## config.mk

```make
export PLATFORM = sky130hd
export DESIGN_NAME = chronologic
export DESIGN_NICKNAME = d
export VERILOG_FILES = /design/src/rtl/chronologic.sv
export SDC_FILE = /design/constraint.sdc
export NUM_CORES = 1
export LEC_CHECK = 0
export ABC_AREA = 1
export ABC_CLOCK_PERIOD_IN_PS = 2820
export CELL_PAD_IN_SITES_DETAIL_PLACEMENT = 1
export CELL_PAD_IN_SITES_GLOBAL_PLACEMENT = 1
export CORE_ASPECT_RATIO = 0.6
export CORE_MARGIN = 8
export CORE_UTILIZATION = 40
export CTS_BUF_LIST = sky130_fd_sc_hd__clkbuf_4 sky130_fd_sc_hd__clkbuf_8
export CTS_CLUSTER_DIAMETER = 200
export DETAILED_ROUTE_END_ITERATION = 8
export GPL_ROUTABILITY_DRIVEN = 0
export HOLD_SLACK_MARGIN = 0.06
export PLACE_DENSITY_LB_ADDON = 0.1
export SYNTH_ARGS = -nofsm -noshare
export SYNTH_HDL_FRONTEND = slang
export SYNTH_SLANG_ARGS = --single-unit
export TNS_END_PERCENT = 1
```

## constraint.sdc

```tcl
create_clock -name clk -period 2.82 [get_ports clk]
set_input_delay 0.423 -clock clk [delete_from_list [all_inputs] [get_ports clk]]
set_output_delay 0.423 -clock clk [all_outputs]
set_load 0.1 [all_outputs]
```

## src/rtl/chronologic.sv

```systemverilog
// rtl/chronologic.sv - toggle/liveness monitor with pass/fail strobes, counters and first-fail capture
module chronologic #(
    parameter int WIDTH    = 1,
    parameter int CNT_W    = 16,
    parameter int MAX_IDLE = 0,
    parameter bit PREV_RST = 1'b0
) (
    input  logic             clk,
    input  logic             rst,
    input  logic             en,
    input  logic             clr,
    input  logic [WIDTH-1:0] a,
    output logic             toggled,
    output logic             pass,
    output logic             fail,
    output logic             err_sticky,
    output logic [CNT_W-1:0] pass_cnt,
    output logic [CNT_W-1:0] fail_cnt,
    output logic [CNT_W-1:0] cycle_cnt,
    output logic [CNT_W-1:0] idle_cnt,
    output logic [CNT_W-1:0] first_fail_cyc
);

    // One extra bit so the idle-window limit compares without truncation at the top of the range.
    localparam logic [CNT_W:0] MAX_IDLE_W = (CNT_W+1)'(MAX_IDLE);

    logic [WIDTH-1:0] prev_q;
    logic             toggled_q, toggled_d;
    logic             pass_q, pass_d;
    logic             fail_q, fail_d;
    logic             err_q, err_d;
    logic [CNT_W-1:0] pass_cnt_q, pass_cnt_d;
    logic [CNT_W-1:0] fail_cnt_q, fail_cnt_d;
    logic [CNT_W-1:0] cycle_cnt_q, cycle_cnt_d;
    logic [CNT_W-1:0] idle_cnt_q, idle_cnt_d;
    logic [CNT_W-1:0] first_fail_q, first_fail_d;

    logic             chg;
    logic             check;
    logic [CNT_W-1:0] cycle_nxt;
    logic [CNT_W-1:0] idle_nxt;

    function automatic logic [CNT_W-1:0] sat_inc(input logic [CNT_W-1:0] v);
        return (&v) ? v : v + CNT_W'(1);
    endfunction

    assign chg       = (a != prev_q);
    assign check     = en && !clr;
    assign cycle_nxt = sat_inc(cycle_cnt_q);
    assign idle_nxt  = sat_inc(idle_cnt_q);

    always_comb begin
        toggled_d    = 1'b0;
        pass_d       = 1'b0;
        fail_d       = 1'b0;
        err_d        = err_q;
        pass_cnt_d   = pass_cnt_q;
        fail_cnt_d   = fail_cnt_q;
        cycle_cnt_d  = cycle_cnt_q;
        idle_cnt_d   = idle_cnt_q;
        first_fail_d = first_fail_q;

        if (clr) begin
            err_d        = 1'b0;
            pass_cnt_d   = '0;
            fail_cnt_d   = '0;
            cycle_cnt_d  = '0;
            idle_cnt_d   = '0;
            first_fail_d = '0;
        end else if (check) begin
            toggled_d   = chg;
            cycle_cnt_d = cycle_nxt;
            if (chg) begin
                idle_cnt_d = '0;
                pass_d     = 1'b1;
                pass_cnt_d = sat_inc(pass_cnt_q);
            end else begin
                idle_cnt_d = idle_nxt;
                if ({1'b0, idle_nxt} > MAX_IDLE_W) begin
                    fail_d     = 1'b1;
                    fail_cnt_d = sat_inc(fail_cnt_q);
                    err_d      = 1'b1;
                    if (!err_q) begin
                        first_fail_d = cycle_nxt;
                    end
                end
            end
        end
    end

    always_ff @(posedge clk or posedge rst) begin
        if (rst) begin
            prev_q       <= {WIDTH{PREV_RST}};
            toggled_q    <= 1'b0;
            pass_q       <= 1'b0;
            fail_q       <= 1'b0;
            err_q        <= 1'b0;
            pass_cnt_q   <= '0;
            fail_cnt_q   <= '0;
            cycle_cnt_q  <= '0;
            idle_cnt_q   <= '0;
            first_fail_q <= '0;
        end else begin
            prev_q       <= a;
            toggled_q    <= toggled_d;
            pass_q       <= pass_d;
            fail_q       <= fail_d;
            err_q        <= err_d;
            pass_cnt_q   <= pass_cnt_d;
            fail_cnt_q   <= fail_cnt_d;
            cycle_cnt_q  <= cycle_cnt_d;
            idle_cnt_q   <= idle_cnt_d;
            first_fail_q <= first_fail_d;
        end
    end

    assign toggled        = toggled_q;
    assign pass           = pass_q;
    assign fail           = fail_q;
    assign err_sticky     = err_q;
    assign pass_cnt       = pass_cnt_q;
    assign fail_cnt       = fail_cnt_q;
    assign cycle_cnt      = cycle_cnt_q;
    assign idle_cnt       = idle_cnt_q;
    assign first_fail_cyc = first_fail_q;

endmodule

```

---- Yosys cells after proc, flatten, opt, wreduce, memory -nomap -nowiden ----
Cells that the tools add are included.
operators by class
  $add $sub $neg .......................... 4
  order comparisons ....................... 1
  reduce and logical (&&, ||, !) cells .... 13
  mux-type cells .......................... 34
  equality and inequality tests ........... 5
operators with widths
  operator                                                               number
  16-bit two-way mux                                                     21
  16-bit by 1-bit adder with 16-bit output, second input constant        4
  16-bit AND reduction                                                   4
  16-bit by 1-bit > comparator with 1-bit output, second input constant  1
  1-bit two-way mux                                                      13
  2-bit != test, second input constant                                   4
  4-bit AND reduction                                                    2
  3-bit AND reduction                                                    2
  2-bit nonzero test                                                     3
  1-bit logical AND                                                      1
  1-bit zero test                                                        1
  1-bit != test                                                          1
word-level totals
  logic and storage cells ................. 67
  bits of input ports ..................... 5
  output and inout port bits .............. 84
  bits in registers ....................... 85

---- Longest topological paths before layout ----
Gate-level depths: netlist (run 1).
  depth after elaboration ................. 7
  depth in mapped cells ................... 16
  depth with buffers taken out ............ 15

---- Worst setup path after synthesis (run 1) ----
OpenSTA, ideal clock, no wires.
  kind .................................... reg2reg
  from .................................... reg idle_cnt_q[1], in the netlist idle_cnt[1]
  to ...................................... reg fail_cnt_q[8], in the netlist fail_cnt[8]
  setup time .............................. 0.067 ns
  path buffers ............................ 1
  setup slack ............................. 0.055 ns
  data required time ...................... 2.753 ns
  cell stages (with the launch flop) ...... 17
  clock period less this slack ............ 2.765 ns
  arrival ................................. 2.698 ns
  cells stage by stage .................... dfrtp_1 ha_1 nand2_1 nor2_2 nand2_4 nor2_4 nand2_2 nand2_2 inv_2 nor2_4 nand2_2 nor2_4 nand3_4 nand3_4 buf_12 nand2_2 nand2_1
on the way
  word-level cells in the longest chain between the ends .. 5
  elaborated cells on any way between the ends .. 6
  those cells by class .................... add/sub: 1; order compare: 1; mux: 1; reduce/logical: 3
ends and longest elaborated chain
  element                                                                                  RTL line  RTL
  from (decl)                                                                              35        logic [CNT_W-1:0] idle_cnt_q, idle_cnt_d;
  from (signal assigned)                                                                   112       idle_cnt_q <= idle_cnt_d;
  16-bit by 1-bit adder with 16-bit output / 16-bit AND reduction (equally long branches)  44        return (&v) ? v : v + CNT_W'(1);
  16-bit two-way mux (*)                                                                   44
  16-bit by 1-bit > comparator with 1-bit output (*)                                       79        if ({1'b0, idle_nxt} > MAX_IDLE_W) begin
  2-bit nonzero test (no line) (*)                                                         n/a
  4-bit AND reduction (no line) (*)                                                        n/a
  to (signal assigned)                                                                     110       fail_cnt_q <= fail_cnt_d;
  to (decl)                                                                                33        logic [CNT_W-1:0] fail_cnt_q, fail_cnt_d;
Mark *: on every way between the ends. The rest lies on a longest branch, timed or not.
A chain may end at the register's enable or synchronous reset.

---- Worst setup path after layout (run 1) ----
  from .................................... reg idle_cnt_q[0], in the netlist idle_cnt[0]
  to ...................................... reg fail_cnt_q[0], in the netlist fail_cnt[0]
The elaborated chain is that of the path after synthesis.

==> impl_metrics.yaml, run 1 <==
power_and_ir_drop:
  sw_frac_of_total: 0.296
  power.share.clock: 0.391
  pwr-share-seq: 0.480
  p_per_area_nw_per_um2: 413
  p_sw_w: 0.000762
  leakage_nw: 3.03
  p_comb_frac: 0.129
  vdd_drop_max_uv: 230
  internal-power_w: 0.00181
grt:
  grt_max_degree: 34
  antenna_found_initial: 0
  grt_pass1_wl_mm: 27.5
  overflow: 0
  grt_use_total: 0.206
  grt_pass1_vias: 5227
layout:
  fin_area_sq_um: 6230
  fillers: 1627
  fin_nets: 800
  regArea_sq_um: 2100
  area_growth_pct: 22.1
  diodes: 0
  multi_input_area_sq_um: 2590
  layout-drive-gt1-share: 0.204
critical_path:
  worstPathRequired_ns: 3.13
  crit_path_top_delay_cell: "dfrtp_1"
  crit_chain: "ha_1 -> nand2_1 -> nor2_2 -> nand2_4 -> inv_2 -> nand2_4 -> nand3_1 -> nor2_1 -> nand2_1 -> nor2_4 -> nand3_4 -> nand3_2 -> nand2_2 -> nand2_1"
  cp-end-kind: "flop"
  path_common_cell: "nand2_1"
  cp.arrival_ns: 2.91
  critPathLaunchType: "flop"
  cp_max_fo: 18
  critPathKind: "flop to flop"
  cpPeakStageDelay_ns: 0.46
  reg2reg_depth: 14
die:
  design.core.area_sq_um: 12700
  initial_core_util: 0.403
  ios: 89
  dieArea_sq_um: 16700
  die_y_microns: 103
  die_x_microns: 162
  rows: 32
synthesis:
  syn_area_sq_um: 5100
  synth_seq_cells: 84
  synthFlopType: "dfrtp_1"
  ys_warn_count: 0
  syn_nets: 708
  syn_inst: 699
  synth_enable_flop_cells: 0
  synth-seq-area-share: 0.412
  syn_area_per_cell_sq_um: 7.30
  synthArstFlopShare: 1.00
  synth_cell_types: 39
hold_path:
  hp-class: "input port to asynchronous set/reset pin"
cts:
  htree_levels: 3
  clk_pin_slew_ns: 0.09
  hold_buffers: 0
  cts_root_buffer: "clkbuf_8"
  clock_sinks: 84
  worstSkewPairLatency_ns: 0.37
  cts_buffers: 9
  clock_path_buffers: 2
  cts_tree: "done"
  cts_resized: 0
drt:
  drc: 0
  drt-pass1-iter-count: 4
  ant_nets: 0
  wl_per_cell_microns: 17.5
  wl_mm: 16.9
  vias: 5104
  drt_iter0_drc: 356
  vias_per_cell: 5.29
sta:
  grt_setup_unrepaired: "true"
  finClkSkew_ns: 0.00752
  max_slew_margin: 0.480
  tightestPinTransition_ns: 0.777
  hold_viol: 0
  max_freq_mhz: 384
  finalMaxSlewViolations: 0
  min_period_over_period: 0.923
  setup_ws_ns: 0.218
  finalSetupViolCount: 0
  min_period_ns: 2.60
placement:
  port_buffers: 88
  hpwl_mm: 12.9
  dp_slack_ns: 0.123
  dpl_cell_area_sq_um: 5990
status:
  run_status: "finished clean"
flow_run:
  drv_cap: 0
[worst max-delay path, delay by kind of cell, from the launching register on]
family        cells  cell delay, ns
simple gates     12            1.71
buf+inv           1            0.07
fa+ha+maj         1            0.31
flops             1            0.46
[power by group through the flow]
stage	logic (W)	registers [W]	clock network [W]
after global routing	0.000353	0.00124	0.00108
after floorplan	0.000135	0.00137	0
after global placement	0.000325	0.00126	0
after detailed placement	0.000332	0.00126	0
final	0.000331	0.00124	0.00101
after CTS	0.000333	0.00124	0.00104
[synthesized netlist by cell type, types with 5 or more instances]
cell type,number,area (sq um)
a21oi_1,14,70.1
nor2_1,66,248
nand3_1,63,315
o22ai_1,9,56.3
nand2_2,17,106
nand2_1,181,679
o21ai_0,32,160
nand4_1,46,288
dfrtp_1,84,2100
inv_1,75,282
nor3_1,20,100
xor2_1,12,105
or2_2,7,43.8
nor2_2,8,50.1
nor2_4,5,56.3
clkbuf_1,11,41.3
nor4_1,5,31.3
[area by class of cell]
| cell class | count | share of cell area |
|---|---|---|
| Inverter | 81 | 0.0490 |
| Tap cell | 170 | 0.0342 |
| Timing Repair Buffer | 101 | 0.127 |
| Multi-Input combinational cell | 514 | 0.416 |
| Clock buffer | 10 | 0.0221 |
| Sequential cell | 84 | 0.338 |
| Clock inverter | 5 | 0.0137 |
[layer usage]
metal | vias to the layer above | GRT usage | wire length (microns)
li1 | 2496 | - | -
met3 | 14 | 0.0494 | 909
met2 | 106 | 0.318 | 7340
met5 | - | 0 | 0
met1 | 2488 | 0.287 | 8470
met4 | 0 | 0.0460 | 174
[metrics by stage]
stage | util | hold slack (ns) | TNS (ns) | instances | power, W
3_5_place_dp | 0.474 | 0.468 | 0 | 949 | 0.00159
3_3_place_gp | 0.474 | 0.456 | 0 | 949 | 0.00158
2_1_floorplan | - | 0.454 | 0 | 699 | 0.00150
6_report | 0.492 | 0.416 | 0 | 965 | 0.00257
5_1_grt | 0.492 | 0.458 | -0.00583 | 965 | 0.00267
4_1_cts | 0.491 | 0.426 | 0 | 964 | 0.00260
[cell usage in the layout (no fill, tap or decap), drive strengths merged, types with 2 or more instances in the layout]
| cell type | instances |
|---|---|
| inv | 79 |
| o21ai | 35 |
| o22ai | 9 |
| o21a | 4 |
| ha | 4 |
| a21oi | 14 |
| xor2 | 12 |
| or2 | 7 |
| clkbuf | 10 |
| dfrtp | 84 |
| bufinv | 2 |
| nor3 | 20 |
| clkinv | 4 |
| o31ai | 2 |
| buf | 97 |
| nor2 | 79 |
| nand4 | 46 |
| nand3 | 69 |
| clkdlybuf4s50 | 4 |
| nand2 | 200 |
| nor4 | 5 |
[worst paths after layout]
check	from	endpoint	slack (ns)
setup / recovery	idle_cnt[0]	fail_cnt[0]	0.22
hold / removal	rst	pass	0.42
setup reg to reg	idle_cnt[0]	fail_cnt[0]	0.22
hold reg to reg	first_fail_cyc[1]	first_fail_cyc[1]	0.48
max in group asynchronous	rst	cycle_cnt[2]	1.64
min in group clk	first_fail_cyc[1]	first_fail_cyc[1]	0.48
[logic make-up after synthesis]
group	share of synthesized area
buffers and inverters	0.0819
and+or+nand+nor	0.397
DFF	0.412
adders and majority gates	0.00981
xor gates and xnor gates	0.0206
AOI/OAI and AO/OA	0.0782
[sequential cells by signal, summed over array words and instances (netlist names)]
signal and count:
idle_cnt 16, pass_cnt 16, first_fail_cyc 16, prev_q 1, fail_cnt 16, fail 1, cycle_cnt 16, err_sticky 1
pass 1
[repair_timing]
item	CTS	global route
endpoints found under the setup margin	0	3
endpoints found under the hold margin	0	0
buffers inserted	0	0
No activity file was read; power rests on OpenSTA's default activity.
==> inputs of run 2 (changes only) <==
--- a/config.mk
+++ b/config.mk
@@ -5,13 +5,13 @@
 export SDC_FILE = /design/constraint.sdc
 export NUM_CORES = 1
 export LEC_CHECK = 0
-export ABC_AREA = 1
+export ABC_AREA = 0
 export ABC_CLOCK_PERIOD_IN_PS = 2820
 export CELL_PAD_IN_SITES_DETAIL_PLACEMENT = 1
 export CELL_PAD_IN_SITES_GLOBAL_PLACEMENT = 1
 export CORE_ASPECT_RATIO = 0.6
 export CORE_MARGIN = 8
-export CORE_UTILIZATION = 40
+export CORE_UTILIZATION = 41
 export CTS_BUF_LIST = sky130_fd_sc_hd__clkbuf_4 sky130_fd_sc_hd__clkbuf_8
 export CTS_CLUSTER_DIAMETER = 200
 export DETAILED_ROUTE_END_ITERATION = 8
==> run 2 against run 1 <==
Net effect: worst hold slack worse by 0.10 ns; via count down 10%; sequential power about the same; clock power down 11%; first-iteration DRC count up 0.84%; clock skew up 0.0072 ns; final cell count down 18%; routed wire length down 3.4%; largest cell class unchanged; flip-flop and latch count unchanged; cell area down 2.6%; largest power group unchanged; setup slack worse by 0.21 ns; critical endpoint is now fail_cnt[7].
==> impl_metrics.yaml, run 2 <==
synthesis:
  yosysMostFrequentCell: "dfrtp_1"
  syn_area_sq_um: 4770
  syn_inst: 524
  synthArstFlopShare: 1.00
  synthFlopType: "dfrtp_1"
  synth_top_cell_area_share: 0.440
  synthTopCellsByArea: "dfrtp_1 44%, nor2_1 4.9%, a21oi_1 4.2%"
  synth_seq_cells: 84
  yosys.area.top_type: "dfrtp_1"
  syn_nets: 533
  synth_common_cells: "84 x dfrtp_1, 62 x nor2_1, 46 x nand2_1"
  syn_area_per_cell_sq_um: 9.11
  ys_warn_count: 0
  synth_cell_types: 62
  synth-seq-area-share: 0.440
  synth_enable_flop_cells: 0
critical_path:
  cp-end-kind: "flop"
  cp_max_fo: 9
  cp.arrival_ns: 3.08
  critPathKind: "flop to flop"
  critPathLaunchType: "flop"
  reg2reg_slack_ns: 0.01
  worstPathRequired_ns: 3.09
drt:
  wl_per_cell_microns: 20.6
  vias: 4582
  drc: 0
  drt-pass1-iter-count: 5
  ant_nets: 0
  wl_mm: 16.3
  vias_per_cell: 5.79
  drt_iter0_drc: 359
cts:
  cts_tree: "done"
  htree_levels: 3
  clock_path_buffers: 2
  hold_buffers: 0
  clock_sinks: 84
  clk_pin_slew_ns: 0.09
  cts_buffers: 9
  worstSkewPairLatency_ns: 0.36
  cts_root_buffer: "clkbuf_8"
die:
  die_y_microns: 99.6
  rows: 30
  ios: 89
  design.core.area_sq_um: 11300
  initial_core_util: 0.421
  die_x_microns: 155
  dieArea_sq_um: 15500
grt:
  antenna_found_initial: 1
  grt_use_total: 0.209
  overflow: 0
  grt_pass1_wl_mm: 25.9
  grt_max_degree: 56
  grt_pass1_vias: 4657
sta:
  min_period_over_period: 0.996
  max_slew_margin: 0.495
  finalHoldWorstSlack_ns: 0.317
  tns_ns: 0
  tightestPinTransition_ns: 0.756
  finalSetupViolCount: 0
  min_period_ns: 2.81
  grt_setup_unrepaired: "true"
  finalMaxSlewViolations: 0
  hold_viol: 0
  finClkSkew_ns: 0.0147
  max_freq_mhz: 356
placement:
  port_buffers: 88
  hpwl_mm: 11.7
  dpl.cell_count: 772
power_and_ir_drop:
  p_per_area_nw_per_um2: 432
  leakage_nw: 2.62
  power_w: 0.00262
  vdd_drop_max_uv: 224
status:
  run_status: "finished clean"
layout:
  layout-drive-gt1-share: 0.298
  area_growth_pct: 27.1
  fin_util: 0.535
  stdcell_count: 791
  fin_nets: 635
  final_common_cell: "buf_4"
  final_cell_mix: "112 x buf_4, 62 x nor2_1, 55 x dfrtp_1, 46 x nand2_1, 40 x a21oi_1"
  diodes: 0
hold_path:
  hp-class: "input port to asynchronous set/reset pin"
flow_run:
  drv_cap: 0
## run 2: cell types whose count changed after synthesis, sizes merged, moves of 9 or more
cell / delta
a21oi: +26
inv: -67
nand3: -43
nand4: -32
xnor2: +17
a311oi: +13
nor2: -16
nand2: -154
mux2: +9
mux2i: +9
## run 2: metrics by stage
step / setup WS, ns / cell area, sq um
final: 0.0111 / 6070
after detailed placement: -0.0239 / 5800
after floorplan: -0.0346 / 4840
after global routing: -0.0906 / 6070
after global placement: 0.131 / 5800
after CTS: 0.0227 / 5990
## run 2: worst paths after layout
| check | from | endpoint | depth (start not counted) |
|---|---|---|---|
| max | idle_cnt[0] | fail_cnt[7] | 8 |
| min | rst | cycle_cnt[2] | 2 |
| max reg2reg | idle_cnt[0] | fail_cnt[7] | 8 |
| min reg2reg | cycle_cnt[10] | cycle_cnt[10] | 1 |
| max in group asynchronous | rst | fail_cnt[7] | 3 |
| min in group clk | clr | pass | 2 |
## run 2: power by group
group	switching, W	leakage, nW	internal (W)
Sequential	0.0000292	1.11	0.00123
Clock	0.000456	0.0968	0.000439
Combinational	0.000361	1.41	0.000107
Total	0.000846	2.62	0.00178
## run 2: metal layers
metal	wire length, microns	GRT usage
met5	17	0
met4	86	0.0497
met2	7270	0.316
met1	8050	0.294
met3	914	0.0511
## run 2: logic make-up after synthesis
| kind of cell | share of synthesized area |
|---|---|
| XOR/XNOR | 0.0661 |
| buffers and inverters | 0.0375 |
| adder cells (fa/ha/maj) | 0.0105 |
| flip-flops | 0.440 |
| AND/OR/NAND/NOR | 0.247 |
| multiplexers | 0.0401 |
| AO/OA/AOI/OAI | 0.158 |
## run 2: what timing repair did
item	CTS	global route
buffers inserted	0	1
resized for setup	1	10
endpoints found under the setup margin	7	25
cloned	0	2
endpoints found under the hold margin	0	0
pin swaps	0	1
## run 2: final cells by class
type,count,area [sq um]
sequential,84,2140
inverter,12,46.3
multi-input combinational,401,2580
tap,160,200
timing repair buffer,118,907
fill,1335,5270
clock buffer,12,146
clock inverter,4,50.0
## run 2: worst max-delay path: stages (launching register included)
cell and delay (ns):
dfrtp_2 0.47, ha_4 0.19, nand3_2 0.23, o311ai_2 0.35
o21ai_0 0.19, o211ai_1 0.22, and4b_2 0.35, or4_1 0.52
a21oi_1 0.21
==> inputs of run 3 (changes only) <==
--- a/config.mk
+++ b/config.mk
@@ -17,7 +17,9 @@
 export DETAILED_ROUTE_END_ITERATION = 8
 export GPL_ROUTABILITY_DRIVEN = 0
 export HOLD_SLACK_MARGIN = 0.06
+export MAX_ROUTING_LAYER = met4
 export PLACE_DENSITY_LB_ADDON = 0.1
+export SLEW_MARGIN = 20
 export SYNTH_ARGS = -nofsm -noshare
 export SYNTH_HDL_FRONTEND = slang
 export SYNTH_SLANG_ARGS = --single-unit
==> run 3 against run 2 <==
Net effect: clock skew up 0.0012 ns; non-clock buffer count unchanged; utilization about the same; flip-flop and latch count unchanged; global-route usage up 0.57 points; critical path type unchanged.
==> impl_metrics.yaml, run 3 (same netlist as run 2, synthesis figures left out) <==
critical_path:
  crit_path_top_delay_cell: "or4_1"
  cp_max_fo: 9
  cp_top_family: "simple AND/OR/NAND/NOR gates"
  cpPeakStageDelay_ns: 0.50
  crit_buf_inv: 0
  critPathKind: "flop to flop"
  worstPathRequired_ns: 3.09
  critPathLaunchType: "flop"
  cp.arrival_ns: 3.07
  crit_chain: "ha_4 -> nand3_2 -> o311ai_2 -> o21ai_0 -> o211ai_1 -> and4b_2 -> or4_1 -> a21oi_1"
  cp-end-kind: "flop"
drt:
  drt_iter0_drc: 325
  vias_per_cell: 5.80
  wl_per_cell_microns: 20.6
  vias: 4590
  wl_mm: 16.3
  ant_nets: 0
  drt-pass1-iter-count: 5
  drc: 0
die:
  initial_core_util: 0.421
  dieArea_sq_um: 15500
  die_y_microns: 99.6
  ios: 89
  rows: 30
  die_x_microns: 155
  design.core.area_sq_um: 11300
cts:
  hold_buffers: 0
  clock_sinks: 84
  cts_root_buffer: "clkbuf_8"
  cts_tree: "done"
  worstSkewPairLatency_ns: 0.37
  htree_levels: 3
  cts_buffers: 9
  clock_path_buffers: 2
  clk_pin_slew_ns: 0.10
status:
  run_status: "finished clean"
grt:
  grt_pass1_wl_mm: 25.9
  overflow: 0
  grt_use_total: 0.215
  antenna_found_initial: 1
  grt_max_degree: 56
  grt_pass1_vias: 4675
layout:
  final_common_cell: "buf_4"
  fin_nets: 635
  fillers: 1335
  area_growth_pct: 27.2
  final_cell_mix: "112 x buf_4, 62 x nor2_1, 55 x dfrtp_1, 46 x nand2_1, 40 x a21oi_1"
  layout-drive-gt1-share: 0.298
flow_run:
  drv_cap: 0
sta:
  min_period_ns: 2.80
  finalSetupViolCount: 0
  finalMaxSlewViolations: 0
  hold_viol: 0
  tns_ns: 0
  tightestPinTransition_ns: 0.750
  min_period_over_period: 0.994
  max_freq_mhz: 357
  grt_setup_unrepaired: "true"
  finClkSkew_ns: 0.0159
  max_slew_margin: 0.499
hold_path:
  hp-class: "input port to asynchronous set/reset pin"
power_and_ir_drop:
  power_w: 0.00262
  vdd_drop_max_uv: 225
  p_per_area_nw_per_um2: 432
  leakage_nw: 2.62
placement:
  port_buffers: 88
  hpwl_mm: 11.7
-- run 3: changes by cell type in the layout (fill, tap and decap cells not counted) --
cell,before,now
diode_2,0,1
-- run 3: path summary, 6_finish.rpt --
| kind | from | endpoint | slack, ns | cells after the start |
|---|---|---|---|---|
| setup reg to reg | idle_cnt[0] | fail_cnt[2] | 0.02 | 8 |
| hold reg to reg | first_fail_cyc[0] | first_fail_cyc[0] | 0.56 | 2 |
| min in group clk | clr | pass | 0.49 | 2 |
| setup / recovery | idle_cnt[0] | fail_cnt[2] | 0.02 | 8 |
| hold / removal | rst | cycle_cnt[2] | 0.32 | 2 |
| max in group asynchronous | rst | fail_cnt[7] | 1.89 | 3 |
-- run 3: layer usage --
metal	vias up	wire length [microns]	part of all wire	GRT usage
met5	-	0	0	-
met3	14	923	0.057	0.0468
li1	2098	-	-	-
met2	129	7220	0.44	0.316
met1	2349	8030	0.49	0.296
met4	0	105	0.0064	0.0497
-- run 3: through the flow --
step	instances	hold WS, ns	cell area (sq um)	worst slack (ns)	utilization
2_1_floorplan	524	0.454	4840	-0.0346	-
3_3_place_gp	772	0.533	5800	0.131	0.511
3_5_place_dp	772	0.542	5800	-0.0239	0.511
4_1_cts	788	0.324	5990	0.0227	0.529
5_1_grt	792	0.332	6070	-0.0903	0.535
6_report	792	0.316	6070	0.0180	0.535
-- run 3: layout make-up --
cell class	instances	area [sq um]	share of cell area
inverters	12	46.3	0.00763
repair buffers	118	907	0.149
clock inverters	4	50.0	0.00825
clock buffers	12	146	0.0241
well taps	160	200	0.0330
multi-input cells	401	2580	0.425
flip-flops and latches	84	2140	0.352
diodes	1	2.50	0.000412
-- run 3: power breakdown --
part           internal [W]  switching, W  total (W)
Clock              0.000439      0.000457   0.000896
Sequential          0.00123     0.0000286    0.00126
Combinational      0.000107      0.000361   0.000469
Total               0.00178      0.000847    0.00262
-- run 3: timing repair --
item | in CTS | in global routing
pin swaps | 0 | 1
setup buffers | 0 | 1
gates cloned | 0 | 2
endpoints found under the setup margin | 7 | 25
gates resized for setup | 1 | 10
